[src/rtl/aes_round_ctrl.sv]
// aes_round_ctrl: iterative AES round sequencer, one block in flight.
// Optional decrypt direction (in_dec/rnd_dec) when AES_ROUND_CTRL_DEC_EN is defined.
module aes_round_ctrl #(
    parameter int NR = 10,
    parameter int RW = 4
) (
    input  logic          clk,
    input  logic          rst_n,
    input  logic          in_valid,
    output logic          in_ready,
    input  logic [127:0]  in_data,
`ifdef AES_ROUND_CTRL_DEC_EN
    input  logic          in_dec,
    output logic          rnd_dec,
`endif
    input  logic          abort,
    output logic [127:0]  rnd_state,
    output logic [RW-1:0] rnd_num,
    output logic          rnd_sub_en,
    output logic          rnd_mix_en,
    input  logic [127:0]  rnd_data,
    output logic          out_valid,
    input  logic          out_ready,
    output logic [127:0]  out_data,
    output logic          busy
);

    typedef enum logic [1:0] {
        S_IDLE,
        S_RUN,
        S_DONE
    } state_t;

    localparam logic [RW-1:0] LP_NR   = RW'(NR);
    localparam logic [RW-1:0] LP_ZERO = '0;
    localparam logic [RW-1:0] LP_ONE  = RW'(1);

    state_t        r_fsm;
    state_t        w_fsm_nxt;
    logic [127:0]  r_state;
    logic [RW-1:0] r_rnd;
    logic          w_accept;
    logic          w_run;
    logic          w_last;
    logic [RW-1:0] w_rnd_first;
    logic [RW-1:0] w_rnd_step;

    assign w_run    = (r_fsm == S_RUN);
    assign in_ready = (r_fsm == S_IDLE);
    assign w_accept = in_valid && in_ready;

`ifdef AES_ROUND_CTRL_DEC_EN
    logic r_dec;

    always_ff @(posedge clk or negedge rst_n) begin
        if (!rst_n) begin
            r_dec <= 1'b0;
        end else if (w_accept) begin
            r_dec <= in_dec;
        end
    end

    // Decrypt walks the key schedule backwards, NR down to 0
    assign rnd_dec     = r_dec;
    assign w_rnd_first = in_dec ? LP_NR : LP_ZERO;
    assign w_rnd_step  = r_dec ? (r_rnd - LP_ONE) : (r_rnd + LP_ONE);
    assign w_last      = r_dec ? (r_rnd == LP_ZERO) : (r_rnd == LP_NR);
    assign rnd_sub_en  = w_run && (r_dec ? (r_rnd != LP_NR)
                                         : (r_rnd != LP_ZERO));
`else
    assign w_rnd_first = LP_ZERO;
    assign w_rnd_step  = r_rnd + LP_ONE;
    assign w_last      = (r_rnd == LP_NR);
    assign rnd_sub_en  = w_run && (r_rnd != LP_ZERO);
`endif

    assign rnd_mix_en = w_run && (r_rnd != LP_ZERO) && (r_rnd != LP_NR);

    always_ff @(posedge clk or negedge rst_n) begin
        if (!rst_n) begin
            r_fsm <= S_IDLE;
        end else begin
            r_fsm <= w_fsm_nxt;
        end
    end

    // abort outranks both the final pass and the output handshake
    always_comb begin
        w_fsm_nxt = r_fsm;
        unique case (r_fsm)
            S_IDLE: begin
                if (w_accept) begin
                    w_fsm_nxt = S_RUN;
                end
            end
            S_RUN: begin
                if (abort) begin
                    w_fsm_nxt = S_IDLE;
                end else if (w_last) begin
                    w_fsm_nxt = S_DONE;
                end
            end
            S_DONE: begin
                if (abort || out_ready) begin
                    w_fsm_nxt = S_IDLE;
                end
            end
            default: begin
                w_fsm_nxt = S_IDLE;
            end
        endcase
    end

    always_ff @(posedge clk or negedge rst_n) begin
        if (!rst_n) begin
            r_state <= '0;
            r_rnd   <= '0;
        end else if (w_accept) begin
            r_state <= in_data;
            r_rnd   <= w_rnd_first;
        end else if (w_run) begin
            if (abort) begin
                r_rnd <= '0;
            end else begin
                r_state <= rnd_data;
                r_rnd   <= w_last ? LP_ZERO : w_rnd_step;
            end
        end
    end

    assign rnd_state = r_state;
    assign out_data  = r_state;
    assign rnd_num   = r_rnd;
    assign out_valid = (r_fsm == S_DONE);
    assign busy      = (r_fsm != S_IDLE);

endmodule

[config.mk]
export PLATFORM = sky130hd
export DESIGN_NAME = aes_round_ctrl
export DESIGN_NICKNAME = d
export VERILOG_FILES = /design/src/rtl/aes_round_ctrl.sv
export SDC_FILE = /design/constraint.sdc
export NUM_CORES = 1
export LEC_CHECK = 0
export CORE_AREA = 2 2 205 207
export CTS_CLUSTER_DIAMETER = 120
export CTS_CLUSTER_SIZE = 8
export DETAILED_ROUTE_END_ITERATION = 7
export DIE_AREA = 0 0 207 209
export HOLD_SLACK_MARGIN = 0.02
export PLACE_DENSITY = 0.46
export SETUP_SLACK_MARGIN = 0.5
export SLEW_MARGIN = 25
export SYNTH_ARGS = -nofsm -noshare
export SYNTH_HDL_FRONTEND = slang
export SYNTH_SLANG_ARGS = --single-unit
[constraint.sdc]
create_clock -name clk -period 2.3 [get_ports clk]
set_clock_uncertainty 0.15 [all_clocks]
set_input_delay 0.69 -clock clk [delete_from_list [all_inputs] [get_ports clk]]
set_output_delay 0.69 -clock clk [all_outputs]
set_load 0.01 [all_outputs]
==> results.md <==
- Run status: finished with violations
- Violated checks: setup timing
- Util after Layout: 33.3%
- Layout cells sized above 1: 41.0%
- Min setup slack post-route: -0.125 ns
- CORE AREA: 41300 µm²
- Crit share post-route: 105%
- Worst Hold Path Cells: 1
- Reg2Reg Setup Slack: 0.43 ns
- Number of synthesized register bits: 134
- Clock Latency Late Sink: 0.43 ns
- Top-level port count: 526
- Crit-path cells: or2b_1, a21oi_2, o21a_1, buf_2
- FP Rows: 75
- Post-synthesis cell type count: 24
- # clock sinks: between 100 and 150
- Yosys top cell area share: 46.8%
- Via density: 4.20
- Net Sw Frac: 32.3%
- Vias in the first global route: 7379
- Crit path DAT: 1.59 ns
- Total track usage: between 10% and 20%
- Critical Path End Type: output port
- WP buf/inv: 1
- Num CTS Buffers: 17
- Worst path slowest cell: dfrtp_4
- RSZ-0062 raised after global routing: true
- Largest stage delay, worst path: 0.47 ns
- Non-Filler Instances: 1715
- Total gr overflow: 0
- Post-synth EDFFs: 0
- Detail Placement HPWL: 22400 µm
- Filler Cell Count: 4322
- Final Power: ~11 mW
- # setup viols final: 3
- Top_reg_cell synth: dfrtp_1
- Final Max Slew Viols: 0
- Hold Crit Start: out_data[13]$_DFFE_PN0P_
- Worst setup path class: reg -> out
- Die area: 43300 µm²
- Post-Route WL: 35000 µm
- Net switching power figure: 3.60 mW
- Reg-to-reg endpoint: out_data[52]$_DFFE_PN0P_
- Initial antenna violation count: 0
- Synth area leader: dfrtp_1
- Sequential power share: 30.1%
- Placed Area: 12400 µm²
- P&R area growth vs syn: 92.0%
- Drt pass-1 iters: 4
- PD cells: 810 nW/µm²
- Syn Nets: 890
- Worst R2R Start: r_fsm[1]$_DFFE_PN0P_
- Delay-heaviest family, CP: flip-flops
- Slew HR: 72.3%
- Most frequent cell after synthesis: o22a_1
- # port buffers: 525
- WL/cell: 20.4 µm
- Largest cells by area after synthesis: dfrtp_1, o22a_1, buf_4, buf_6, a22oi_1
- Worst hold path endpoint: out_data[13]$_DFFE_PN0P_
- Dpl ws: -0.0753 ns
- Post-Syn Area: 7160 µm²
- Nets@finish: 1428
- Post-layout minimum cycle time: 2.43 ns
- Design Area, Final: 13700 µm²
- Comb power frac: 44.5%
- P_leak: 5.91 nW
- Min Hold Slack: between 0.3 and 0.4 ns
- Placed insts: 1559
- Max frequency: 0.412 GHz
- H-tree depth: 4
- Worst setup SP type: flip-flop
- Drt drc: 0
- First-pass GRT wire length: 47200 µm
- RePlAce Congestion: 0.748
- Critical path fanouts, max: 2
- Ys async rst share: between 90% and 100%
- Starting Density: 17.3%
- CTS root buffer: clkbuf_16
- Synth cell count leaders: o22a_1, dfrtp_1, buf_4, inv_1, buf_6
- Via count: 7209
- Worst-path clk slew: roughly 0.06 ns
- Overall die width: 207 µm
- Die height: between 200 and 250 µm
- Post-Syn Instances: 626
- Final Hold Vio Count: 0
- Worst hold-check path type: reg -> reg
- Worst-Margin Slew: between 0.4 and 0.5 ns
- Mean Syn Cell Area: 11.4 µm²
- Synth warn: 0
- Iter 0 DRT Violations: around 350
- # diodes: 0
- Fraction of the yosys area taken by sequential cells: 46.8%
- Longest Clk Path Bufs: 2
- Pin count of the biggest net entering global routing: 67
- ANT nets after route: 0
- CP required: 1.46 ns
- Part of the power in the clock network: 25.4%
- Final setup TNS: -0.222 ns
- CTS tree: yes
- Max Cap Violations: 0
- Reg2reg path depth: 8
- Maximum VDD drop: 0.000439 V
- Int Pwr: ~7.5 mW
-- power groups by stage --
| stage | Sequential [mW] | Clock [mW] | Combinational (mW) |
|---|---|---|---|
| finish | 3.35 | 2.83 | 4.95 |
| detailed placement | 3.44 | 0 | 4.45 |
| global placement | 3.44 | 0 | 4.44 |
| global route | 3.42 | 3.04 | 5.25 |
| CTS | 3.36 | 2.95 | 4.73 |
| floorplan | 3.53 | 0 | 1.98 |
-- per-layer routing --
metal | GRT usage, % | vias up | wire length, µm
met5 | 0 | - | 0
met4 | 3.30 | 0 | 374
li1 | - | 3312 | -
met3 | 4.36 | 21 | 2300
met2 | 24.7 | 331 | 17300
met1 | 17.3 | 3545 | 15000
-- kinds of logic after synthesis --
group                      Yosys count  share of synthesized area (%)
AOI/OAI and AO/OA                  267                           31.3
buffers and inverters              205                           20.0
xor gates and xnor gates             1                          0.122
and+or+nand+nor                     16                           1.29
adders and majority gates            3                          0.524
DFF                                134                           46.8
-- state kept, by name, summed over array words and instances, names as in the netlist --
name / count
out_data: 128
r_fsm: 2
rnd_num: 4
-- repair_timing --
action                                  in CTS  in global routing
endpoints found under the hold margin       31                  0
hold buffers                                 1                  0
setup buffers                               77                 30
cloned                                       0                 17
resized for setup                          923                230
endpoints found under the setup margin     396                398
pin swaps                                    1                  2
-- placed cells by master (no fill, tap or decap), types with 2 or more instances in the layout --
cell type | synthesis | routed
o21ai_0 | 18 | 4
clkinvlp_4 | 0 | 3
clkbuf_16 | 0 | 31
bufinv_16 | 0 | 3
nand2b_4 | 0 | 3
buf_8 | 0 | 10
ha_1 | 3 | 3
clkbuf_1 | 18 | 4
clkinv_2 | 0 | 3
o22a_1 | 226 | 226
buf_6 | 20 | 149
dfrtp_1 | 134 | 130
buf_4 | 131 | 60
buf_2 | 14 | 128
dfrtp_2 | 0 | 3
nand2_1 | 5 | 5
nor2_1 | 3 | 2
nor3b_4 | 0 | 2
o21ai_1 | 1 | 14
a22oi_1 | 15 | 15
buf_16 | 0 | 2
clkdlybuf4s50_1 | 0 | 257
buf_12 | 0 | 19
dlymetal6s2s_1 | 0 | 2
clkbuf_2 | 0 | 60
inv_1 | 22 | 22
-- area by class of cell --
cell class              instances  area (µm²)  area share, %
repair buffers                702        6610           48.1
flip-flops and latches        134        3360           24.4
multi-input cells             287        2430           17.7
well taps                     539         674           4.91
clock buffers                  22         454           3.30
clock inverters                 9         128          0.928
inverters                      22        82.6          0.601
-- how the worst max path moves through the flow --
stage | startpoint | endpoint | slack [ns] | cells past startpoint
3_3_place_gp | r_fsm[1]$_DFFE_PN0P_ | rnd_mix_en | -0.07 | 4
3_5_place_dp | r_fsm[1]$_DFFE_PN0P_ | rnd_mix_en | -0.08 | 4
6_report | r_fsm[1]$_DFFE_PN0P_ | rnd_mix_en | -0.13 | 4
5_1_grt | r_fsm[1]$_DFFE_PN0P_ | rnd_mix_en | -0.23 | 4
2_1_floorplan | r_fsm[1]$_DFFE_PN0P_ | rnd_mix_en | 0.33 | 4
4_1_cts | r_fsm[1]$_DFFE_PN0P_ | rnd_mix_en | -0.17 | 4
(Power assumes the default switching activity.)
